===== src/rtl/ternary_packer.sv =====
// Ternary packer: reduces uniform random bytes to coefficients in {0,1,2}
// (byte mod 3), packs eight 2-bit coefficients per 16-bit word and streams
// the words out with out_last marking the final word of each polynomial.
// The coefficient at index NS is always zero; it pads the last partial word.
//
// Handshakes: a transfer on either side happens only on a rising edge where
// valid and ready are both high. out_valid, once raised, holds with
// out_data/out_last stable until out_ready is sampled high. in_ready never
// depends on in_valid, and out_valid never depends on out_ready.
module ternary_packer #(
    parameter int N  = 701,
    parameter int NS = 700
) (
    input  logic        clk,
    input  logic        rst,
    input  logic        start,
    input  logic        in_valid,
    input  logic [7:0]  in_data,
    output logic        in_ready,
    output logic        out_valid,
    output logic [15:0] out_data,
    output logic        out_last,
    input  logic        out_ready,
    output logic        busy,
    output logic        done,
    output logic [1:0]  dbg_state_o
);

    typedef enum logic [1:0] {
        IDLE   = 2'd0,
        SAMPLE = 2'd1,
        PAD    = 2'd2,
        DRAIN  = 2'd3
    } state_t;

    localparam int CW = $clog2(N + 1);
    localparam logic [CW-1:0] LAST_IDX = CW'(NS - 1);

    state_t        state_q, state_d;
    logic [CW-1:0] cnt_q, cnt_d;
    logic [15:0]   pack_q, pack_d;
    logic [15:0]   odata_q, odata_d;
    logic          ovalid_q, ovalid_d;
    logic          olast_q, olast_d;
    logic          done_q, done_d;

    logic          out_free;
    logic          accept;
    logic [7:0]    residue;
    logic [1:0]    coef;
    logic [15:0]   pack_wr;

    // The output register can take a new word when empty or being emptied.
    assign out_free = !ovalid_q || out_ready;
    assign in_ready = (state_q == SAMPLE) && out_free;
    assign accept   = in_valid && in_ready;
    assign residue  = in_data % 8'd3;
    assign coef     = residue[1:0];

    // Pack register with the incoming coefficient merged into its slot.
    // Slots above the write pointer are always zero, so OR-ing is exact.
    always_comb begin
        pack_wr = pack_q | ({14'd0, coef} << {cnt_q[2:0], 1'b0});
    end

    // Next-state, counter, pack and output-word logic.
    always_comb begin
        state_d  = state_q;
        cnt_d    = cnt_q;
        pack_d   = pack_q;
        odata_d  = odata_q;
        ovalid_d = ovalid_q;
        olast_d  = olast_q;
        done_d   = 1'b0;

        // Current word leaves; a load below may replace it on the same edge.
        if (ovalid_q && out_ready) begin
            ovalid_d = 1'b0;
            olast_d  = 1'b0;
        end

        case (state_q)
            IDLE: begin
                if (start) begin
                    state_d = SAMPLE;
                    cnt_d   = '0;
                    pack_d  = '0;
                end
            end
            SAMPLE: begin
                if (accept) begin
                    cnt_d = cnt_q + 1'b1;
                    if (cnt_q[2:0] == 3'd7) begin
                        odata_d  = pack_wr;
                        ovalid_d = 1'b1;
                        pack_d   = '0;
                    end else begin
                        pack_d = pack_wr;
                    end
                    if (cnt_q == LAST_IDX) begin
                        state_d = PAD;
                    end
                end
            end
            PAD: begin
                // Slot for index NS is already zero in pack_q; ship the partial word.
                if (out_free) begin
                    odata_d  = pack_q;
                    ovalid_d = 1'b1;
                    olast_d  = 1'b1;
                    pack_d   = '0;
                    cnt_d    = cnt_q + 1'b1;
                    state_d  = DRAIN;
                end
            end
            DRAIN: begin
                if (ovalid_q && out_ready) begin
                    state_d = IDLE;
                    done_d  = 1'b1;
                end
            end
            default: state_d = IDLE;
        endcase
    end

    // State and datapath registers with synchronous reset.
    always_ff @(posedge clk) begin
        if (rst) begin
            state_q  <= IDLE;
            cnt_q    <= '0;
            pack_q   <= '0;
            odata_q  <= '0;
            ovalid_q <= 1'b0;
            olast_q  <= 1'b0;
            done_q   <= 1'b0;
        end else begin
            state_q  <= state_d;
            cnt_q    <= cnt_d;
            pack_q   <= pack_d;
            odata_q  <= odata_d;
            ovalid_q <= ovalid_d;
            olast_q  <= olast_d;
            done_q   <= done_d;
        end
    end

    assign out_valid   = ovalid_q;
    assign out_data    = odata_q;
    assign out_last    = olast_q;
    assign busy        = (state_q != IDLE);
    assign done        = done_q;
    assign dbg_state_o = state_q;

endmodule


===== config.mk =====
export PLATFORM = sky130hd
export DESIGN_NAME = ternary_packer
export DESIGN_NICKNAME = d
export VERILOG_FILES = /design/src/rtl/ternary_packer.sv
export SDC_FILE = /design/constraint.sdc
export NUM_CORES = 1
export LEC_CHECK = 0
export ABC_AREA = 1
export CAP_MARGIN = 20
export CORE_ASPECT_RATIO = 1.4
export CORE_MARGIN = 5
export CORE_UTILIZATION = 38
export CTS_CLUSTER_DIAMETER = 60
export DETAILED_ROUTE_END_ITERATION = 8
export HOLD_SLACK_MARGIN = 0.05
export PLACE_DENSITY = 0.66
export SYNTH_ARGS = -nofsm -noshare
export SYNTH_HDL_FRONTEND = slang
export SYNTH_SLANG_ARGS = --single-unit

===== constraint.sdc =====
create_clock -name clk -period 7.07 [get_ports clk]
set_input_delay 1.414 -clock clk [delete_from_list [all_inputs] [get_ports clk]]
set_output_delay 1.414 -clock clk [all_outputs]
set_load 0.01 [all_outputs]

==> results of run 1 <==
-- flip-flops by register name, indices dropped and copies added (netlist names) --
signal	flops
cnt_q	10
dbg_state_o	2
done	1
out_data	16
out_last	1
out_valid	1
pack_q	16
-- layer usage --
metal	vias up	track usage, %	wire length [microns]
met5	-	0	0
met4	0	5.88	117
met3	10	1.86	169
met2	44	25.2	2720
met1	1065	15.9	2400
li1	1227	-	-
-- path summary, 6_finish.rpt --
path,to,start,cells past startpoint,slack [ns]
min reg2reg,pack_q[2]$_SDFFE_PP0P_,pack_q[2]$_SDFFE_PP0P_,2,0.45
min,pack_q[2]$_SDFFE_PP0P_,pack_q[2]$_SDFFE_PP0P_,2,0.45
max reg2reg,cnt_q[9]$_SDFFE_PP0P_,dbg_state_o[0]$_SDFFE_PP0P_,18,4.09
max,out_data[1]$_SDFFE_PP0P_,in_data[5],27,2.60
-- layout by cell type, fill, tap and decap left out --
cell	Yosys	final
clkinv_1	4	4
o21bai_1	1	1
nand4_1	10	10
o21a_1	2	2
xor2_1	1	1
a21oi_2	4	4
nand2_2	3	3
nand3_1	34	34
inv_2	4	4
nor2_1	38	38
a211oi_1	4	4
o21ai_0	22	22
nand2_1	41	41
inv_1	49	49
nor3_1	4	4
nor3b_1	2	2
a21o_2	1	1
clkdlybuf4s50_1	0	35
ha_1	10	10
buf_4	0	2
dfxtp_1	47	47
o31ai_1	1	1
nand3_2	7	7
bufinv_16	0	2
nor2_4	1	1
nor2_2	7	7
nand2_4	1	1
clkinvlp_4	0	1
nor4_1	1	1
a31oi_1	4	4
o21ai_2	2	2
a21oi_1	36	36
clkbuf_8	0	5
o21ai_1	1	1
-- worst max-delay path, stage by stage --
cell and delay [ns]:
clkdlybuf4s50_1 0.52, inv_1 0.07, nand3_1 0.10, nand2_1 0.07, nand2_2 0.10, nand2_1 0.06, nand2_1 0.07, nand3_1 0.11
nand2_2 0.12, inv_1 0.05, a21oi_1 0.12, nor2_1 0.07, ha_1 0.23, nor2_4 0.13, nand2_1 0.10, xor2_1 0.17
inv_1 0.06, ha_1 0.17, inv_1 0.05, nand3_1 0.08, nor2_2 0.13, nand2_1 0.08, nand2_1 0.09, nand3_2 0.09
nor2_2 0.20, nand3_1 0.12, a21oi_2 0.15
-- synthesized netlist by cell type (all sizes together), types with 2 or more instances --
library cell,count
a211oi,4
a21oi,40
a31oi,4
buf,5
clkbuf,6
clkinv,4
dfxtp,47
ha,10
inv,53
nand2,45
nand3,41
nand4,10
nor2,46
nor3,4
nor3b,2
o21a,2
o21ai,25
-- final cells by class --
class	instances	area, sq um	share of cell area (%)
well taps	74	92.6	3.04
repair buffers	37	365	12.0
multi-input cells	238	1300	42.7
clock buffers	5	68.8	2.26
flip-flops and latches	47	941	30.8
inverters	57	214	7.01
clock inverters	3	67.6	2.21
-- kinds of logic (layout without fill, tap and decap cells) --
group / after synthesis / after routing / synth area share [%]
AOI/OAI and AO/OA: 78 / 78 / 17.6
xor gates and xnor gates: 1 / 1 / 0.350
adders and majority gates: 10 / 10 / 5.00
buffers and inverters: 68 / 102 / 10.4
DFF: 47 / 47 / 37.6
and+or+nand+nor: 149 / 149 / 29.0
-- power breakdown --
| group | total [mW] | internal, mW | leakage [nW] | switching, mW |
|---|---|---|---|---|
| Sequential | 0.352 | 0.311 | 0.383 | 0.0404 |
| Combinational | 0.460 | 0.172 | 0.732 | 0.288 |
| Clock | 0.237 | 0.141 | 0.0644 | 0.0960 |
-- stage by stage --
step / power [mW] / setup slack (ns)
4_1_cts: 1.06 / 2.58
3_5_place_dp: 0.822 / 2.26
5_1_grt: 1.13 / 2.16
6_report: 1.05 / 2.60
2_1_floorplan: 0.666 / 3.16
3_3_place_gp: 0.817 / 2.39
==> impl_metrics.py, run 1 <==
metrics = {
    "run_status": {
        "run_status": "complete, no violations",
    },
    "final_layout": {
        "share_of_layout_cells_above_drive_strength_1_pct": 10.3,
        "diodes": 0,
        "flow.area_growth_from_synthesis_pct": 21.8,
        "finalInstanceArea_sq_um": 3050,
        "final_core_util_pct": 46.7,
        "design.final.nets": 409,
        "count_of_filler_cells_inserted_in_the_layout": 640,
        "final_cells": 461,
    },
    "timing": {
        "max-slew-margin-rel_pct": 52.9,
        "worstMarginPinSlew_ns": 0.702,
        "finalCritPeriodShare_pct": 63.2,
        "finalHoldViolations": 0,
        "fin_hold_ws_ns": 0.455,
        "fmaxAchievable_mhz": 224,
        "grt_setup_unrepaired": "false",
        "setup_viol": 0,
        "maxSlewViolCount": 0,
        "final.setup_skew_ns": 0.00891,
        "timing.setup.tns_ns": 0,
        "shortest_period_the_worst_path_allows_ns": 4.47,
    },
    "place": {
        "dpl_cell_area_sq_um": 2910,
        "dpl.hpwl_microns": 3980,
        "dp_cells": 453,
        "place_congestion": 0.754,
        "io_buffer_count": 35,
    },
    "setup_path": {
        "critical_path_class": "input pin to flip-flop",
        "cp.arrival_ns": 4.72,
        "timing.critical_path.from_type": "input pin",
        "cp.required_ns": 7.32,
        "cp-end-kind": "flip-flop",
        "peak_fanout_along_the_critical_path": 5,
    },
    "die": {
        "die_area_sq_um": 8330,
        "placement_rows": 35,
        "floorplan.core_area_sq_um": 6530,
        "top_level_ports": 36,
        "die_width_microns": 78.6,
        "die_height_microns": 106,
        "floorplan.initialDensity_pct": 38.4,
    },
    "synth": {
        "yosys_warnings": 0,
        "dominantRegCellSynth": "dfxtp_1",
        "synth_fp_nets": 376,
        "synth_top_cell_by_area": "dfxtp_1",
        "synth.ff_latch_count": 47,
        "synth_cell_types": 31,
        "postSynth.asyncResetShare_pct": 0,
        "synth_area_sq_um": 2500,
        "synthesis.instances": 353,
        "share_of_synthesized_area_occupied_by_flip_flops_and_latches_pct": 37.6,
        "main_area_contributors_after_synthesis": "dfxtp_1 (38%), inv_1 (7.3%), a21oi_1 (7.2%)",
        "avgSynthCellArea_sq_um": 7.09,
        "yosysTopAreaCellShare_pct": 37.6,
        "number_of_flops_mapped_to_enable_cells_by_yosys": 0,
    },
    "global_route": {
        "grt_overflow": 0,
        "grt_start_max_net_pins": 22,
        "groute.usage.overall_pct": 13.9,
        "grt_first_pass_wirelength_microns": 9630,
        "via_count_of_the_first_global_routing_pass": 2226,
        "grt_antenna_before_repair": 0,
    },
    "route": {
        "detail-route-antenna-nets": 0,
        "detail_route.first_pass.iterations": 5,
        "routed_wire_length_per_instance_microns": 11.7,
        "drtIter0Drc": 167,
        "postRouteWirelength_microns": 5410,
        "via_per_inst": 5.09,
        "vias": 2346,
        "detail_route.drc_violations": 0,
    },
    "clocking": {
        "cts_max_path_buffers": 2,
        "numCtsBuffers": 5,
        "tritoncts_clock_tree": "done",
        "ctsHoldBuffers": 0,
        "clock_sink_count": 47,
        "insertion_delay_ns": 0.31,
        "count_of_instances_resized_after_the_clock_tree_is_built": 0,
        "cts_post_setup_buffers_inserted": 0,
        "cts.clk_slew.worst_paths_ns": 0.09,
        "htreeDepth": 2,
        "cts_root_buffer": "clkbuf_8",
    },
    "min_path": {
        "min_path_type": "flip-flop to flip-flop",
    },
    "power_and_ir_drop": {
        "power_leakage_nw": 1.18,
        "peakVddDrop_mv": 0.120,
        "p_per_area_nw_per_um2": 344,
    },
    "job": {
        "max_cap_viols": 0,
    },
}
No activity file was read; power rests on OpenSTA's default activity.
==> run 2, diff against run 1 <==
clock period = 4.44 ns   (was 7.07 ns; I/O delays follow)
==> run 2 against run 1 <==
Clock-buffer cell count increased by 1. Cell area decreased by 0.45%. Worst setup slack got worse by 2.1 ns. Global-route usage decreased by 0.21 points. Sequential share of layout area increased by 0.14 points. Non-clock buffer count unchanged. Wire length decreased by 0.55%. Core utilization decreased by 0.21 points. Combinational power increased by 61%. Largest power group unchanged. Critical path depth unchanged.
==> impl_metrics.py, run 2 (synthesized netlist as in run 1, its figures left out) <==
metrics = {
    "global_route": {
        "grt_antenna_before_repair": 0,
        "grt_first_pass_wirelength_microns": 9670,
        "grt_overflow": 0,
        "via_count_of_the_first_global_routing_pass": 2230,
        "grt_start_max_net_pins": 22,
        "groute.usage.overall_pct": 13.6,
    },
    "setup_path": {
        "rr_worst_depth": 17,
        "cp.required_ns": 4.66,
        "peak_fanout_along_the_critical_path": 5,
        "critical_path_class": "input pin to flip-flop",
        "rr_endpoint": "cnt_q[9]$_SDFFE_PP0P_",
        "cp-end-kind": "flip-flop",
        "regToRegSetupSlack_ns": 1.62,
        "cp.arrival_ns": 4.20,
        "timing.critical_path.from_type": "input pin",
        "reg2reg_from": "dbg_state_o[0]$_SDFFE_PP0P_",
    },
    "place": {
        "dp_cells": 453,
        "io_buffer_count": 35,
        "dpl.hpwl_microns": 4080,
        "place_worst_setup_slack_ns": 0.136,
        "place_congestion": 0.784,
    },
    "timing": {
        "maxSlewViolCount": 0,
        "finalHoldViolations": 0,
        "fin_hold_ws_ns": 0.457,
        "post-route-worst-setup-slack_ns": 0.456,
        "finalCritPeriodShare_pct": 89.7,
        "grt_setup_unrepaired": "true",
        "setup_viol": 0,
        "max-slew-margin-rel_pct": 53.0,
        "fmaxAchievable_mhz": 251,
        "worstMarginPinSlew_ns": 0.700,
        "final.setup_skew_ns": 0.00418,
        "shortest_period_the_worst_path_allows_ns": 3.98,
    },
    "final_layout": {
        "final_cells": 461,
        "final_core_util_pct": 46.5,
        "most_common_cell_after_layout_fill_and_taps_aside": "inv_1",
        "design.final.nets": 409,
        "share_of_layout_cells_above_drive_strength_1_pct": 10.3,
        "diodes": 0,
        "most-common-layout-cells": "inv_1 (49), dfxtp_1 (47), nand2_1 (41), nor2_1 (38), a21oi_1 (36)",
        "flow.area_growth_from_synthesis_pct": 21.3,
    },
    "clocking": {
        "htreeDepth": 2,
        "tritoncts_clock_tree": "done",
        "numCtsBuffers": 5,
        "count_of_instances_resized_after_the_clock_tree_is_built": 0,
        "cts.clk_slew.worst_paths_ns": 0.08,
        "ctsHoldBuffers": 0,
        "clock_sink_count": 47,
        "insertion_delay_ns": 0.29,
        "cts_root_buffer": "clkbuf_8",
        "cts_max_path_buffers": 2,
        "cts_post_setup_buffers_inserted": 0,
    },
    "die": {
        "die_area_sq_um": 8330,
        "die_height_microns": 106,
        "floorplan.core_area_sq_um": 6530,
        "placement_rows": 35,
        "top_level_ports": 36,
        "floorplan.initialDensity_pct": 38.4,
        "die_width_microns": 78.6,
    },
    "min_path": {
        "min_path_type": "flip-flop to flip-flop",
        "timing.hold.worst_endpoint": "pack_q[8]$_SDFFE_PP0P_",
        "min_path_cells": 2,
        "worst_hold_startpoint": "pack_q[8]$_SDFFE_PP0P_",
    },
    "route": {
        "via_per_inst": 5.11,
        "routed_wire_length_per_instance_microns": 11.7,
        "detail-route-antenna-nets": 0,
        "postRouteWirelength_microns": 5380,
        "detail_route.drc_violations": 0,
        "drtIter0Drc": 167,
        "vias": 2355,
        "detail_route.first_pass.iterations": 4,
    },
    "power_and_ir_drop": {
        "power_leakage_nw": 1.18,
        "p_per_area_nw_per_um2": 536,
        "peakVddDrop_mv": 0.200,
        "power.total_mw": 1.63,
    },
    "run_status": {
        "run_status": "complete, no violations",
    },
    "job": {
        "max_cap_viols": 0,
    },
}
[run 2: changes by cell type in the layout (fill, tap and decap cells not counted)]
cell	delta
nor2_4	+1
bufinv_16	-1
clkbuf_8	+1
clkinvlp_4	-1
nor2_2	-1
clkinv_2	+1
[run 2: power by group]
group	total [mW]	switching (mW)	internal, mW
logic	0.742	0.468	0.274
clock network	0.323	0.140	0.182
registers	0.563	0.0672	0.496
total	1.63	0.676	0.952
[run 2: worst max-delay path, stage by stage]
cell,delay (ns)
clkdlybuf4s50_1,0.52
inv_1,0.07
nand3_1,0.11
nand2_1,0.07
nand2_2,0.10
nand2_1,0.06
nand2_1,0.07
nand3_1,0.11
nand2_2,0.13
inv_1,0.05
a21oi_1,0.12
nor2_1,0.07
ha_1,0.24
nor2_4,0.13
nand2_1,0.09
xor2_1,0.18
inv_1,0.06
ha_1,0.18
inv_1,0.05
nand3_1,0.08
nor2_2,0.12
nand2_1,0.08
nand2_1,0.09
nand3_2,0.09
nor2_2,0.20
nand3_1,0.11
a21oi_1,0.14
[run 2: worst max path at each step]
stage / start / end / slack [ns] / cells past startpoint
global placement: in_data[5] / out_data[9]$_SDFFE_PP0P_ / 0.28 / 27
detailed placement: in_data[5] / out_data[9]$_SDFFE_PP0P_ / 0.14 / 27
finish: in_data[5] / pack_q[1]$_SDFFE_PP0P_ / 0.46 / 27
global route: in_data[7] / pack_q[8]$_SDFFE_PP0P_ / -0.02 / 27
CTS: in_data[5] / pack_q[1]$_SDFFE_PP0P_ / 0.44 / 27
floorplan: in_data[6] / out_data[9]$_SDFFE_PP0P_ / 1.06 / 25
[run 2: layout make-up]
cell class              instances  area (sq um)
clock buffers                   6          82.6
clock inverters                 2          35.0
fillers                       675          3490
inverters                      57           214
multi-input cells             238          1310
flip-flops and latches         47           941
well taps                      74          92.6
repair buffers                 37           365
[run 2: stage by stage]
stage / TNS, ns / instance area [sq um]
floorplan: 0 / 2500
global placement: 0 / 2910
detailed placement: 0 / 2910
CTS: 0 / 3030
global route: -0.0156 / 3040
finish: 0 / 3040
[run 2: layer usage]
metal	vias to the layer above	share of wire [%]	global-route usage [%]
met5	-	0	0
met4	0	1.1	3.50
met3	4	3.1	1.69
met2	38	52	25.6
met1	1080	44	16.0
li1	1233	-	-
==> run 3, diff against run 2 <==
TNS_END_PERCENT = 10   (was unset)
==> results of run 3 <==
The final DEF is identical to that of run 2; final timing and power are the same.
==> RTL change, RTL diff (settings of run 2) <==
Take the reset off `odata_q` and load it in a clocked block of its own.
--- a/src/rtl/ternary_packer.sv
+++ b/src/rtl/ternary_packer.sv
@@ -129,7 +129,6 @@
             state_q  <= IDLE;
             cnt_q    <= '0;
             pack_q   <= '0;
-            odata_q  <= '0;
             ovalid_q <= 1'b0;
             olast_q  <= 1'b0;
             done_q   <= 1'b0;
@@ -137,11 +136,14 @@
             state_q  <= state_d;
             cnt_q    <= cnt_d;
             pack_q   <= pack_d;
-            odata_q  <= odata_d;
             ovalid_q <= ovalid_d;
             olast_q  <= olast_d;
             done_q   <= done_d;
         end
+    end
+
+    always_ff @(posedge clk) begin
+        odata_q <= odata_d;
     end
 
     assign out_valid   = ovalid_q;
Check against the original RTL: differs if rst is asserted again (counterexample within 10 cycles, from zero or initial values and one cycle with rst high); with rst held inactive, the same outputs for 10 cycles.
==> RTL change against run 2 <==
  * Die area shrank 1.2%
  * Routed wire length shrank 10%
  * Cell area shrank 1.2%
  * Cell count shrank 10%
  * Sequential cell count is the same
  * Core utilization grew 1.1 points
  * Register-to-register slack lost 0.27 ns
  * Count of clock-buffer cells in the layout is the same
  * Clock skew grew 0.00061 ns
  * Worst setup slack gained 0.057 ns
  * Area after synthesis shrank 1.3%
  * Hold slack is essentially flat
  * Power grew 5.6%
  * Non-clock buffer count grew 1
  * Critical endpoint is now out_data[12]
  * Largest power group unchanged
==> RTL change: results (changes against run 2) <==
outcome - complete, no violations (unchanged)
PortBufs - 35 (unchanged)
GRT Util Overall - 12.5% (was 13.6%)
Post-synth EDFFs - 16 (was 0)
share of cells above drive strength 1 - 12.3% (was 10.3%)
postcts setup bufs - 0 (unchanged)
reg-to-reg endpoint - cnt_q[9] (unchanged)
R2R Setup Slk - 1.35 ns (was 1.62 ns)
syn_nets - 326 (was 376)
htree depth - 2 (unchanged)
Synth async-reset ratio - 0% (unchanged)
Reg2Reg Depth - 15 (was 17)
clock skew - 0.00478 ns (was 0.00418 ns)
top cells by area, synth - dfxtp_1 25%, edfxtp_1 19%, inv_1 7.6% (was dfxtp_1 38%, inv_1 7.3%, a21oi_1 7.2%)
Reg clk slew, reported paths - 0.09 ns
Critical Path AT - 4.08 ns (was 4.20 ns)
Post-synth top cells - 50 x inv_1, 36 x nand2_1, 33 x nand3_1 (was 49 x inv_1, 47 x dfxtp_1, 41 x nand2_1)
DR iter-0 viols - 128 (was 167)
via density per instance - 5.09 (was 5.11)
Worst-Skew Late Latency - 0.30 ns
Mapped Cells - 303 (was 353)
RePlAce Congestion - 0.789 (was 0.784)
worst-case clock buffer depth - 2 (unchanged)
Fin Setup TNS - 0 ns (unchanged)
diode count - 0 (unchanged)
Routed WL - 4840 µm (was 5380 µm)
hold path depth - 2 (unchanged)
worst rel slew slack - 54.4% (was 53.0%)
HP Start - pack_q[8] (unchanged)
CTS Root Cell - clkbuf_8 (unchanged)
Syn. warnings - 0 (unchanged)
crit path max fanout - 8 (was 5)
R2R Path Start - dbg_state_o[0] (unchanged)
delay of the slowest critical-path stage - 0.52 ns (about the same)
dpl hpwl - 3680 µm (was 4080 µm)
maximum vdd drop - 0.000178 V (was 0.000200 V)
initial antenna violation count - 0 (unchanged)
Hold WC Path Type - register to register (unchanged)
Cell variety after synth - 32 (was 31)
critical path's slowest cell - clkdlybuf4s50_1 (unchanged)
vias in the first global route - 1974 (was 2230)
WHS Endpoint - pack_q[8] (unchanged)
Post-Place Worst Slack - 0.200 ns (was 0.136 ns)
DR vias - 2102 (was 2355)
sequential area share after synthesis - 44.6% (was 37.6%)
final net count - 363 (was 409)
drt pass-1 iters - 4 (unchanged)
placed inst area - 2900 µm² (was 2910 µm²)
first-pass GRT wire length - 8580 µm (was 9670 µm)
largest net degree at the start of global routing - 21 (was 22)
static leakage - 1.18 nW (about the same)
placed insts - 405 (was 453)
## RTL change: cell count changes after synthesis, sizes merged, moves of 2 or more
cell / change
a31oi: -4
and3: +2
dfxtp: -16
inv: +2
nor2: -28
a21oi: -13
edfxtp: +16
nand4: +2
nor3: +3
clkbuf: -3
o21ai: -9
nand3: -4
clkinv: -4
nand2: +5
## RTL change: kinds of logic after synthesis
logic type	synth area share, %
and+or+nand+nor	27.1
buffers and inverters	9.82
AOI/OAI and AO/OA	13.4
DFF	44.6
adders and majority gates	5.06
## RTL change: critical path: cells and delay by family
kind                     cells  cell delay (ns)
AND/OR/NAND/NOR             17             1.52
buffers and inverters        4             0.70
adder cells (fa/ha/maj)      2             0.51
AO/OA/AOI/OAI                4             0.46
## RTL change: per-stage QoR
stage / hold slack (ns) / power, mW / util (%)
3_3_place_gp: 0.440 / 1.44 / 46.1
2_1_floorplan: 0.432 / 1.15 / -
3_5_place_dp: 0.446 / 1.46 / 46.1
6_report: 0.457 / 1.72 / 47.7
4_1_cts: 0.459 / 1.73 / 47.7
5_1_grt: 0.490 / 1.85 / 47.7
## RTL change: worst max path at each step
stage          startpoint            to  slack, ns
2_1_floorplan  in_data[6]   out_data[0]       1.09
3_3_place_gp   in_data[6]   out_data[8]       0.33
3_5_place_dp   in_data[7]  out_data[12]       0.20
4_1_cts        in_data[7]  out_data[12]       0.50
5_1_grt        in_data[7]   out_data[8]       0.18
6_report       in_data[7]  out_data[12]       0.51
## RTL change: layout make-up
cell class	count	area, µm²
Clock buffer	6	82.6
Fill cell	642	3290
Sequential cell	47	1100
Inverter	55	206
Tap cell	72	90.1
Clock inverter	2	16.3
Timing Repair Buffer	38	373
Multi-Input combinational cell	193	1130
## RTL change: report_power, final
group          total [mW]  switching, mW  internal (mW)
Sequential          0.643         0.0656          0.577
Combinational       0.803          0.494          0.309
Clock               0.274          0.146          0.127
Total                1.72          0.706           1.01
## RTL change: metal layers
layer | vias up | part of all wire (%) | GRT usage [%]
li1 | 1088 | - | -
met1 | 976 | 43 | 14.5
met5 | - | 0 | 0
met4 | 0 | 2.0 | 5.13
met2 | 30 | 53 | 22.7
met3 | 8 | 2.8 | 1.96
